--- src/rtl/fifo_burst_reader_pkg.sv ---
// Shared types and constants for the sync_fifo burst read engine.
// Holds the FSM state encoding and the output-buffer geometry.
package fifo_burst_reader_pkg;

    typedef enum logic [1:0] {
        ST_IDLE = 2'd0,
        ST_RUN  = 2'd1,
        ST_DONE = 2'd2
    } state_t;

    localparam int BUF_DEPTH = 2;
    localparam int BUF_PTR_W = 1;
    localparam int BUF_CNT_W = 2;

endpackage

--- src/rtl/fifo_burst_reader_buf.sv ---
// burst_out_buf: 2-entry output FIFO that absorbs the one-cycle RAM read latency.
// The head entry is always presented on rd_data; a write and a pop may share a cycle.
module burst_out_buf
    import fifo_burst_reader_pkg::*;
#(
    parameter int DATA_WIDTH = 32
) (
    input  logic                  clk,
    input  logic                  rst,
    input  logic                  wr_en,
    input  logic [DATA_WIDTH-1:0] wr_data,
    input  logic                  pop,
    output logic [DATA_WIDTH-1:0] rd_data,
    output logic [BUF_CNT_W-1:0]  count
);

    logic [DATA_WIDTH-1:0] r_mem [BUF_DEPTH];
    logic [BUF_PTR_W-1:0]  r_wr_ptr;
    logic [BUF_PTR_W-1:0]  r_rd_ptr;
    logic [BUF_CNT_W-1:0]  r_count;

    always_ff @(posedge clk) begin
        // NOTE: both entries are cleared on reset so the output word reads as
        // zero afterwards; this only pays off because the buffer is tiny.
        if (rst) begin
            for (int i = 0; i < BUF_DEPTH; i++) begin
                r_mem[i] <= '0;
            end
            r_wr_ptr <= '0;
            r_rd_ptr <= '0;
            r_count  <= '0;
        end else begin
            if (wr_en) begin
                r_mem[r_wr_ptr] <= wr_data;
                r_wr_ptr        <= r_wr_ptr + BUF_PTR_W'(1);
            end
            if (pop) begin
                r_rd_ptr <= r_rd_ptr + BUF_PTR_W'(1);
            end
            case ({wr_en, pop})
                2'b10:   r_count <= r_count + BUF_CNT_W'(1);
                2'b01:   r_count <= r_count - BUF_CNT_W'(1);
                default: r_count <= r_count;
            endcase
        end
    end

    assign rd_data = r_mem[r_rd_ptr];
    assign count   = r_count;

endmodule

--- src/rtl/fifo_burst_reader.sv ---
// Read-side engine for sync_fifo: drains exactly cmd_len words and streams them
// out as valid/ready beats with last, sustaining one word per cycle.
module fifo_burst_reader
    import fifo_burst_reader_pkg::*;
#(
    parameter int DATA_WIDTH = 32,
    parameter int LEN_WIDTH  = 11
) (
    input  logic                  clk,
    input  logic                  rst,
    input  logic                  cmd_valid,
    output logic                  cmd_ready,
    input  logic [LEN_WIDTH-1:0]  cmd_len,
    input  logic                  fifo_empty,
    output logic                  fifo_read_en,
    input  logic [DATA_WIDTH-1:0] fifo_read_data,
    output logic                  m_valid,
    input  logic                  m_ready,
    output logic [DATA_WIDTH-1:0] m_data,
    output logic                  m_last,
    output logic                  busy,
    output logic                  done
);

    localparam logic [LEN_WIDTH-1:0] LEN_ONE = LEN_WIDTH'(1);

    state_t                 r_state;
    state_t                 w_next_state;
    logic [LEN_WIDTH-1:0]   r_rd_left;
    logic [LEN_WIDTH-1:0]   r_beat_left;
    logic                   r_inflight;
    logic [BUF_CNT_W-1:0]   w_buf_cnt;
    logic [BUF_CNT_W:0]     w_occ;
    logic                   w_cmd_accept;
    logic                   w_pop;

    burst_out_buf #(
        .DATA_WIDTH (DATA_WIDTH)
    ) u_buf (
        .clk     (clk),
        .rst     (rst),
        .wr_en   (r_inflight),
        .wr_data (fifo_read_data),
        .pop     (w_pop),
        .rd_data (m_data),
        .count   (w_buf_cnt)
    );

    assign w_cmd_accept = cmd_valid && (r_state == ST_IDLE);
    assign m_valid      = (w_buf_cnt != '0);
    assign w_pop        = m_valid && m_ready;
    assign m_last       = m_valid && (r_beat_left == LEN_ONE);

    // Slots that will be occupied after this edge; a new read needs one free slot.
    assign w_occ        = {1'b0, w_buf_cnt} + {{BUF_CNT_W{1'b0}}, r_inflight}
                        - {{BUF_CNT_W{1'b0}}, w_pop};
    assign fifo_read_en = (r_state == ST_RUN) && !fifo_empty && (r_rd_left != '0)
                        && (w_occ <= (BUF_CNT_W+1)'(1));

    always_ff @(posedge clk) begin
        // NOTE: sequential state uses non-blocking assignments so every register
        // samples the pre-edge values regardless of statement order.
        if (rst) begin
            r_state <= ST_IDLE;
        end else begin
            r_state <= w_next_state;
        end
    end

    always_comb begin
        // NOTE: every output of this block gets a default first, so no path can
        // leave a value unassigned and infer a latch.
        w_next_state = r_state;
        cmd_ready    = 1'b0;
        busy         = 1'b0;
        done         = 1'b0;
        case (r_state)
            ST_IDLE: begin
                cmd_ready = 1'b1;
                if (w_cmd_accept) begin
                    w_next_state = (cmd_len != '0) ? ST_RUN : ST_DONE;
                end
            end
            ST_RUN: begin
                busy = 1'b1;
                if (w_pop && m_last) begin
                    w_next_state = ST_DONE;
                end
            end
            ST_DONE: begin
                busy         = 1'b1;
                done         = 1'b1;
                w_next_state = ST_IDLE;
            end
            default: w_next_state = ST_IDLE;
        endcase
    end

    always_ff @(posedge clk) begin
        if (rst) begin
            r_rd_left   <= '0;
            r_beat_left <= '0;
            r_inflight  <= 1'b0;
        end else begin
            if (w_cmd_accept) begin
                r_rd_left   <= cmd_len;
                r_beat_left <= cmd_len;
            end else begin
                if (fifo_read_en && (r_rd_left != '0)) begin
                    r_rd_left <= r_rd_left - LEN_ONE;
                end
                if (w_pop && (r_beat_left != '0)) begin
                    r_beat_left <= r_beat_left - LEN_ONE;
                end
            end
            r_inflight <= fifo_read_en;
        end
    end

endmodule

--- config.mk ---
export PLATFORM = sky130hd
export DESIGN_NAME = fifo_burst_reader
export DESIGN_NICKNAME = d
export VERILOG_FILES = /design/src/rtl/fifo_burst_reader_pkg.sv /design/src/rtl/fifo_burst_reader_buf.sv /design/src/rtl/fifo_burst_reader.sv
export SDC_FILE = /design/constraint.sdc
export NUM_CORES = 1
export LEC_CHECK = 0
export CAP_MARGIN = 20
export CORE_UTILIZATION = 30
export DETAILED_ROUTE_END_ITERATION = 10
export PLACE_DENSITY = 0.59
export SLEW_MARGIN = 15
export SYNTH_ARGS = -nofsm -noshare
export SYNTH_HDL_FRONTEND = slang
export SYNTH_SLANG_ARGS = --single-unit
--- constraint.sdc ---
create_clock -name clk -period 6.4 [get_ports clk]
set_clock_uncertainty 0.05 [all_clocks]
set_input_delay 1.28 -clock clk [delete_from_list [all_inputs] [get_ports clk]]
set_output_delay 1.28 -clock clk [all_outputs]
set_load 0.03 [all_outputs]
Word-level counts from Yosys, hierarchy flattened --
Memories as Yosys holds them, arrays and structs flattened. A register that Yosys moved wholly into a read port is not among the register bits. Index checks and enable logic that the tools add are counted.
Storage, ports and cells: register bits 29, bits in latches 0, bits in writable memories 64, ROM bits 0, input port bits 48, output and inout port bits 38, word-level logic and storage cells 67, memories 1
Operators by class: add/sub/neg operators 8, multipliers 0, divide/modulo/power cells 0, magnitude comparators 1, equality and inequality tests 7, shifts and indexed selects 0, mux-type cells 22, bitwise gates (word level) 0, reductions and logical operators 21
Memory list:
- u_buf.r_mem | depth 2, width 32, rd ports 1, clocked after Yosys merged registers in 1, write ports 2, line fifo_burst_reader_buf.sv:17 | logic [DATA_WIDTH-1:0] r_mem [BUF_DEPTH];
Operators by type and width (number):
- $mux W11 | 4
- $reduce_bool A11 Y1 | 3
- $mux W32 | 1
- $reduce_or A32 Y1 | 1
- $sub A11 B1 Y11 const B | 2
- $mux W1 | 12
- $eq A11 B1 Y1 const B | 1
- $logic_and A1 B1 Y1 | 9
- $pmux W2 S2 | 2
- $reduce_bool A2 Y1 | 4
- $mux W2 | 3
- $eq A2 B1 Y1 const B | 2
- $eq A2 B2 Y1 const B | 2
- $add A2 B1 Y3 | 1
- $le A3 B1 Y1 const B | 1
- $sub A3 B1 Y3 | 1
- $add A1 B1 Y1 const B | 2
- $add A2 B1 Y2 const B | 1
- $logic_not A2 Y1 | 1
- $ne A2 B1 Y1 const B | 1
- $ne A2 B2 Y1 const B | 1
- $reduce_and A2 Y1 | 1
- $reduce_or A2 Y1 | 1
- $sub A2 B1 Y2 const B | 1
- $logic_not A1 Y1 | 1

Logic depth before layout (Yosys ltp) --
Gate-level depths: netlist of the first run.
depth in word-level cells 8, gate-level depth with buffers 10, mapped depth without buffers 9

By module --
A second synthesis of the first run with hierarchy kept.
Unflattened totals: cell total of the unflattened synthesis 413, area total of the unflattened synthesis 4481.8 sq um
By module, submodules not included:
- burst_out_buf | instances 1, cells an instance 229, area each 3000.4 sq um, seq. area each 2021.9 sq um
- fifo_burst_reader | instances 1, cells an instance 184, area each 1481.4 sq um, seq. area each 500.5 sq um

Worst setup path before layout of the first run --
Ideal clock, no wire load.
path type in2out, from in m_ready, to out fifo_read_en, data arrival time 2.939 ns, data required time 5.070 ns, slack 2.131 ns, stages on the path 8, path buffers 0, cells stage by stage and3b_1 -> or2_2 -> ha_1 -> inv_1 -> fa_1 -> and3b_1 -> nand2_1 -> nor2_1
On the way: word-level cells in the longest chain between the ends 4
Ends and longest elaborated chain:
- start, declared | line fifo_burst_reader.sv:18 | input logic m_ready,
- $logic_and A1 B1 Y1 | line fifo_burst_reader.sv:51 | assign w_pop = m_valid && m_ready;
- $sub A3 B1 Y3 | line fifo_burst_reader.sv:56 | - {{BUF_CNT_W{1'b0}}, w_pop};
- $le A3 B1 Y1 | line fifo_burst_reader.sv:58 | && (w_occ <= (BUF_CNT_W+1)'(1));
- $logic_and A1 B1 Y1 | line fifo_burst_reader.sv:58
- end, declared | line fifo_burst_reader.sv:15 | output logic fifo_read_en,
No other way between the ends.

Final worst setup path of the first run --
Ends and elaborated chain as after synthesis.

==> metrics.yaml, run 1 <==
status: "finished clean"
fin_crit_ns: 5.35
clock_latency_ns: 0.35
wl_um: 10100
first_iter_violations: 170
setup_violations: 0
root_buffer: "clkbuf_16"
cpPeakStageDelay_ns: 0.68
p_sw_share_pct: 27.8
drt_pass1_iterations: 4
layout-area-overhead-vs-synth_pct: 30.6
cts-hold-fix-buffers: 0
ioPinCount: 86
ys_warn_count: 0
synthMuxAreaShare_pct: 8.31
cts_tree: "done"
final_area_um2: 5830
syn_area_per_cell_um2: 12.0
post-route-period-util_pct: 83.6
synth_nets: 429
clk_path_buf_depth: 2
drive_gt1_share_pct: 12.4
io_buffers: 85
synth_cells: 373
finalHoldViolCount: 0
multi_input_area_um2: 1840
worst_pin_slew_ns: 0.847
cts_sinks: 94
grt_max_degree: 34
path_max_fanout: 6
vias: 3221
tns_ns: 0
cp_top_family: "buffers and inverters"
ant_nets: 0
worstSetupPathType: "input port to primary output"
maxSlewViolCount: 0
die_area_um2: 15400
clk_pin_slew_ns: 0.07
fmax_mhz: 187
intPower_mw: 1.13
combPwrFrac_pct: 18.5
gr-usage-all-layers_pct: 13.8
yosys.area_share.simple_pct: 19.7
grt_pass1_vias: 3074
fin_util_pct: 40.1
synth-main-ff-cell: "edfxtp_1"
synth_cell_types: 55
nets: 511
die_x_um: 124
synth_compound_area_share_pct: 9.34
synth_seq_cells: 94
cap_violations: 0
arrival_ns: 4.02
antenna_found_initial: 0
die_y_um: 124
synth_top_family_by_area: "simple AND/OR/NAND/NOR gates"
fillers: 1409
hold_class: "flop to flop"
cpMaxStageDelayCell: "clkdlybuf4s50_1"
max_slew_margin_pct: 43.4
n_antenna_cell: 0
synthArstFlopShare_pct: 0
avgRoutedWirePerCell_um: 15.7
path_cells: "clkdlybuf4s50_1 > and3b_1 > or2_2 > ha_1 > inv_1 > fa_1 > and3b_1 > nand2_1 > nor2_1 > clkdlybuf4s50_1"
cts-htree-levels: 3
route.detailed.drc: 0
critPathLaunchType: "input port"
final_common_cell: "clkdlybuf4s50_1"
power.static_leakage_nw: 2.09
cp.required_ns: 5.07
synth-adder-area-share_pct: 2.41
synth_edf_count: 64
dp_hpwl_um: 6800
switchingPower_mw: 0.434
power_density_nw_per_um2: 268
post_cts_resized: 0
seqPwrFrac_pct: 46.2
row_count: 44
globalRouteOverflowTotal: 0
grt_first_pass_wirelength_um: 15600
clockPowerShare_pct: 35.3
place_congestion: 0.787
post_cts_buffers: 0
crit_buf_inv: 3
vdd_ir_drop_max_uv: 112
cp-end-kind: "primary output"
via_per_inst: 5.00
mostFrequentLayoutCells: "85 x clkdlybuf4s50_1, 67 x and2_1, 64 x edfxtp_1"
syn_area_um2: 4460
grt_setup_unrepaired: "false"
start_util_pct: 30.7
total_power_mw: 1.56
placed_cell_area_um2: 5490
post_synth_xor_area_fraction_pct: 1.35
seq_area_frac_synth_pct: 56.6
fp.coreArea_um2: 14500
regArea_um2: 2520
cts_buffers: 9
power groups by stage:
stage | clock network [mW] | logic [mW] | registers [mW]
finish | 0.551 | 0.289 | 0.721
global route | 0.590 | 0.317 | 0.728
CTS | 0.566 | 0.289 | 0.721
detailed placement | 0 | 0.288 | 0.734
global placement | 0 | 0.284 | 0.732
floorplan | 0 | 0.185 | 0.726
area by class of cell:
class	instances	area share [%]
Timing Repair Buffer	88	15.3
Multi-Input combinational cell	252	31.5
Clock buffer	9	3.87
Tap cell	184	3.95
Clock inverter	7	1.40
Sequential cell	94	43.3
Inverter	10	0.644
cell usage after synthesis (all sizes together), types with 2 or more instances:
cell type | instances | share of area, %
nand2b | 2 | 0.28
buf | 5 | 0.45
inv | 10 | 0.84
and3 | 5 | 0.70
o31ai | 4 | 0.67
xnor2 | 6 | 1.3
edfxtp | 64 | 43
or2 | 6 | 0.84
nor3 | 6 | 0.79
o41ai | 3 | 0.76
nor4b | 2 | 0.53
nor2 | 9 | 0.76
and2 | 67 | 9.4
o211ai | 2 | 0.34
clkbuf | 12 | 1.0
o311ai | 2 | 0.39
nand2 | 8 | 0.67
nor4 | 4 | 0.70
a21oi | 12 | 1.4
or4b | 2 | 0.45
o21ai | 17 | 1.9
and3b | 2 | 0.39
or4 | 8 | 1.5
mux2 | 32 | 8.1
ha | 7 | 2.0
a31oi | 14 | 2.0
nand3 | 6 | 0.67
nand4 | 5 | 0.70
nor2b | 2 | 0.28
dfxtp | 30 | 13
or3 | 6 | 0.84
state kept, by name, summed over array words and instances (netlist names), named ones only:
| register | count |
|---|---|
| u_buf.r_wr_ptr | 1 |
| r_rd_left | 11 |
| r_state | 2 |
| u_buf.r_mem | 64 |
| u_buf.count | 2 |
| u_buf.r_rd_ptr | 1 |
| r_inflight | 1 |
| r_beat_left | 11 |
tightest hold or removal path: cells and delay by family (launching register included):
family          cells  cell delay [ns]
flops               1             0.32
compound gates      2             0.14
logic make-up after synthesis:
logic type,Yosys count
DFF,94
buffers and inverters,27
adders and majority gates,8
muxes,33
xor gates and xnor gates,6
and+or+nand+nor,141
AOI/OAI and AO/OA,64
stage by stage:
stage / cells / setup WS (ns) / hold WS (ns)
after CTS: 643 / 1.03 / 0.467
after global placement: 627 / 1.08 / 0.444
after floorplan: 373 / 2.13 / 0.420
final: 644 / 1.05 / 0.467
after detailed placement: 627 / 1.03 / 0.455
after global routing: 644 / 0.880 / 0.493
worst paths after layout:
path	start	end	slack, ns	cells after the start
max reg2reg	u_buf.count[1]	r_rd_left[9]	3.42	9
max	m_ready	fifo_read_en	1.05	10
min reg2reg	r_beat_left[7]	r_beat_left[7]	0.47	2
min	r_beat_left[7]	r_beat_left[7]	0.47	2
layer usage:
metal	vias to the layer above	routed length (um)	GRT usage, %
met5	-	0	0
met4	0	141	5.13
met3	11	653	3.85
met2	86	4780	22.9
met1	1568	4550	16.9
li1	1556	-	-
No activity file was read; power rests on OpenSTA's default activity.
==> run 2: changes to the inputs <==
--- a/config.mk
+++ b/config.mk
@@ -8,7 +8,7 @@
 export CAP_MARGIN = 20
 export CORE_UTILIZATION = 30
 export DETAILED_ROUTE_END_ITERATION = 10
-export PLACE_DENSITY = 0.59
+export PLACE_DENSITY = 0.61
 export SLEW_MARGIN = 15
 export SYNTH_ARGS = -nofsm -noshare
 export SYNTH_HDL_FRONTEND = slang
==> constraint.sdc (replaced) <==
create_clock -name clk -period 4.75 [get_ports clk]
set_clock_uncertainty 0.05 [all_clocks]
set_input_delay 0.95 -clock clk [delete_from_list [all_inputs] [get_ports clk]]
set_output_delay 0.95 -clock clk [all_outputs]
set_load 0.03 [all_outputs]
==> metrics.yaml, run 2 (same netlist as run 1, synthesis figures left out) <==
status: "finished clean"
whs_endpoint: "r_rd_left[0]"
gr-usage-all-layers_pct: 14.0
cp-end-kind: "primary output"
dp_slack_ns: 0.528
antenna_found_initial: 0
layout-area-overhead-vs-synth_pct: 29.7
power_density_nw_per_um2: 353
cts_sinks: 94
avgRoutedWirePerCell_um: 15.9
cp_common_cell: "and3b_1"
multi_input_area_um2: 1830
row_count: 44
mostFrequentLayoutCells: "84 x clkdlybuf4s50_1, 67 x and2_1, 64 x edfxtp_1"
reg_top3: "u_buf.r_mem x64, r_beat_left x11, r_rd_left x11"
cts_buffers: 9
worstSetupPathType: "input port to primary output"
grt_setup_unrepaired: "false"
rrSetupSlack_ns: 1.71
globalRouteOverflowTotal: 0
min_from: "r_rd_left[0]"
post-route-period-util_pct: 89.1
cp_top_family: "simple AND/OR/NAND/NOR gates"
grt_first_pass_wirelength_um: 16000
regArea_um2: 2520
r2r-start: "u_buf.count[1]"
hold_class: "flop to flop"
grt_pass1_vias: 3193
crit_buf_inv: 3
fp.coreArea_um2: 14500
max_slew_margin_pct: 43.0
cpPeakStageDelay_ns: 0.50
clk_path_buf_depth: 2
fmax_mhz: 236
setup_ws_ns: 0.516
power.static_leakage_nw: 2.07
cts-htree-levels: 3
largest_reg_flops: 64
vdd_ir_drop_max_uv: 148
ioPinCount: 86
cap_violations: 0
place_congestion: 0.794
n_antenna_cell: 0
fin_cells: 646
first_iter_violations: 218
wl_um: 10300
cts_tree: "done"
regMostFlops: "u_buf.r_mem"
placed_cell_area_um2: 5510
ant_nets: 0
dp_hpwl_um: 6800
cts-hold-fix-buffers: 0
timing.hold.ws_ns: 0.458
nets: 513
die_x_um: 124
start_util_pct: 30.7
path_cells: "clkdlybuf4s50_1 > and3b_1 > or2_2 > ha_1 > inv_1 > fa_1 > and3b_1 > nand2_1 > nor2_1 > buf_4"
io_buffers: 85
worst_pin_slew_ns: 0.853
clk_pin_slew_ns: 0.07
maxSlewViolCount: 0
cp.required_ns: 3.75
clock_latency_ns: 0.35
arrival_ns: 3.23
via_per_inst: 5.02
die_area_um2: 15400
holdPathStages: 2
root_buffer: "clkbuf_16"
fin_crit_ns: 4.23
drt_pass1_iterations: 4
timing.rr.end: "r_rd_left[9]"
r2r_cells: 9
dp.cells: 630
fillers: 1445
route.detailed.drc: 0
path_max_fanout: 6
finalHoldViolCount: 0
drive_gt1_share_pct: 12.6
grt_max_degree: 34
cpMaxStageDelayCell: "clkdlybuf4s50_1"
critPathLaunchType: "input port"
die_y_um: 124
post_cts_resized: 0
tns_ns: 0
vias: 3246
setup_violations: 0
post_cts_buffers: 0
final_common_cell: "clkdlybuf4s50_1"
final_area_um2: 5790
[run 2: changes by cell type in the layout (fill, tap and decap cells not counted), sizes merged]
| cell | change |
|---|---|
| inv | -2 |
| clkdlybuf4s50 | -1 |
| clkinv | -1 |
| clkinvlp | +3 |
| bufinv | -1 |
| clkbuf | +1 |
| buf | +3 |
[run 2: per-stage QoR]
step / total power [mW] / utilization [%]
finish: 2.04 / 39.8
global route: 2.13 / 39.8
CTS: 2.06 / 39.8
detailed placement: 1.38 / 37.9
global placement: 1.37 / 37.9
floorplan: 1.23 / -
[run 2: cell type report]
type | count | share of cell area [%]
flip-flops and latches | 94 | 43.6
multi-input cells | 252 | 31.7
repair buffers | 90 | 15.3
well taps | 184 | 3.98
clock buffers | 10 | 3.96
clock inverters | 6 | 0.800
inverters | 10 | 0.649
[run 2: power by group]
group          internal (mW)  total [mW]  switching [mW]
clock                  0.357       0.678           0.321
combinational          0.171       0.392           0.221
sequential             0.932       0.973          0.0409
[run 2: how the worst max path moves through the flow]
| stage | start | cells past startpoint | to |
|---|---|---|---|
| global placement | m_ready | 10 | fifo_read_en |
| CTS | m_ready | 10 | fifo_read_en |
| global route | m_ready | 10 | fifo_read_en |
| floorplan | m_ready | 8 | fifo_read_en |
| finish | m_ready | 10 | fifo_read_en |
| detailed placement | m_ready | 10 | fifo_read_en |
[run 2: routing by layer]
| metal | track usage [%] | share of wire [%] | wire length, um |
|---|---|---|---|
| met1 | 17.1 | 45 | 4580 |
| met5 | 0 | 0 | 0 |
| met4 | 6.70 | 2.3 | 234 |
| met3 | 3.25 | 6.4 | 663 |
| met2 | 23.2 | 47 | 4810 |
[run 2: worst register-to-register path, cell delays in order, from the launching register on]
cell     delay, ns
dfxtp_1       0.57
and3b_1       0.27
or2_2         0.15
ha_1          0.14
inv_1         0.05
fa_1          0.47
and3b_1       0.24
nand4_1       0.31
or4_1         0.56
a31oi_1       0.17
==> run 3: changes to the inputs <==
--- a/config.mk
+++ b/config.mk
@@ -9,6 +9,7 @@
 export CORE_UTILIZATION = 30
 export DETAILED_ROUTE_END_ITERATION = 10
 export PLACE_DENSITY = 0.61
+export RECOVER_POWER = 50
 export SLEW_MARGIN = 15
 export SYNTH_ARGS = -nofsm -noshare
 export SYNTH_HDL_FRONTEND = slang
==> metrics.yaml, run 3 (same netlist as run 1, synthesis figures left out) <==
die_y_um: 124
worstSetupPathType: "input port to primary output"
worst_pin_slew_ns: 1.99
die_x_um: 124
setup_violations: 0
fin_crit_ns: 4.33
die_area_um2: 15400
cp-end-kind: "primary output"
root_buffer: "clkbuf_16"
combPwrFrac_pct: 19.1
first_iter_violations: 213
clock_latency_ns: 0.35
timing.hold.ws_ns: 0.460
cp.required_ns: 3.75
fin_cells: 646
place_congestion: 0.794
critPathLaunchType: "input port"
nets: 513
reg_top3: "u_buf.r_mem x64, r_beat_left x11, r_rd_left x11"
grt_first_pass_wirelength_um: 16000
drt_pass1_iterations: 4
dp.cells: 630
ioPinCount: 86
max_slew_margin_pct: -32.7
final_area_um2: 5770
route.detailed.drc: 0
power_density_nw_per_um2: 353
status: "finished, violations left"
gr-usage-all-layers_pct: 14.0
vdd_ir_drop_max_uv: 146
cts-htree-levels: 3
path_cells: "dlygate4sd3_1 > and3b_1 > or2_2 > ha_1 > inv_1 > fa_1 > and3b_1 > nand2_1 > nor2_1 > buf_4"
fillers: 1444
seqPwrFrac_pct: 47.7
tns_ns: 0
cts_buffers: 9
row_count: 44
cap_violations: 1
cts_tree: "done"
cpMaxStageDelayCell: "dlygate4sd3_1"
post-route-period-util_pct: 91.2
grt_setup_unrepaired: "false"
regMostFlops: "u_buf.r_mem"
multi_input_area_um2: 1830
clockPowerShare_pct: 33.1
post_cts_resized: 0
drive_gt1_share_pct: 11.9
fp.coreArea_um2: 14500
cts-hold-fix-buffers: 0
violations: "capacitance limit, slew limit"
largest_reg_flops: 64
clk_path_buf_depth: 2
finalHoldViolCount: 0
cpPeakStageDelay_ns: 0.62
vias: 3233
antenna_found_initial: 0
hold_class: "flop to flop"
start_util_pct: 30.7
mostFrequentLayoutCells: "82 x clkdlybuf4s50_1, 64 x edfxtp_1, 43 x and2_1"
intPower_mw: 1.46
n_antenna_cell: 0
placed_cell_area_um2: 5510
arrival_ns: 3.33
rrSetupSlack_ns: 1.69
grt_pass1_vias: 3193
post_cts_buffers: 0
path_max_fanout: 6
cp_common_cell: "and3b_1"
clk_pin_slew_ns: 0.07
fmax_mhz: 231
avgRoutedWirePerCell_um: 15.9
dp_hpwl_um: 6800
regArea_um2: 2520
cts_sinks: 94
layout-area-overhead-vs-synth_pct: 29.5
power.static_leakage_nw: 2.03
maxSlewViolCount: 33
switchingPower_mw: 0.580
p_sw_share_pct: 28.4
final_common_cell: "clkdlybuf4s50_1"
ant_nets: 0
via_per_inst: 5.00
wl_um: 10300
grt_max_degree: 34
globalRouteOverflowTotal: 0
io_buffers: 85
## run 3: power by group through the flow
stage	registers [mW]	clock network, mW	logic [mW]
floorplan	0.978	0	0.249
global placement	0.986	0	0.383
finish	0.973	0.676	0.390
global route	0.982	0.721	0.424
detailed placement	0.989	0	0.390
CTS	0.972	0.695	0.393
## run 3: final timing paths
kind | start | to | depth (start not counted)
setup / recovery | m_ready | fifo_read_en | 10
hold reg to reg | r_rd_left[0] | r_rd_left[0] | 2
hold / removal | r_rd_left[0] | r_rd_left[0] | 2
setup reg to reg | u_buf.count[1] | r_rd_left[9] | 9
## run 3: cell type report
| type | instances | area share [%] |
|---|---|---|
| clock buffer | 10 | 3.97 |
| clock inverter | 6 | 0.802 |
| inverter | 10 | 0.650 |
| multi-input combinational | 252 | 31.8 |
| sequential | 94 | 43.7 |
| tap | 184 | 3.99 |
| timing repair buffer | 90 | 15.1 |
## run 3: routing by layer
metal  GRT usage (%)  share of wire, %
met2            23.2                47
met4            6.70               2.2
met5               0                 0
met3            3.25               6.3
met1            17.1                44
## run 3: critical path: cells and delay by family
kind	cells	cell delay, ns
simple gates	5	0.93
buf+inv	3	0.85
fa+ha+maj	2	0.60
## run 3: per-stage QoR
step	power [mW]	util (%)	setup WS, ns
5_1_grt	2.13	39.7	0.320
6_report	2.04	39.7	0.416
2_1_floorplan	1.23	-	1.14
4_1_cts	2.06	39.8	0.518
3_5_place_dp	1.38	37.9	0.528
3_3_place_gp	1.37	37.9	0.574
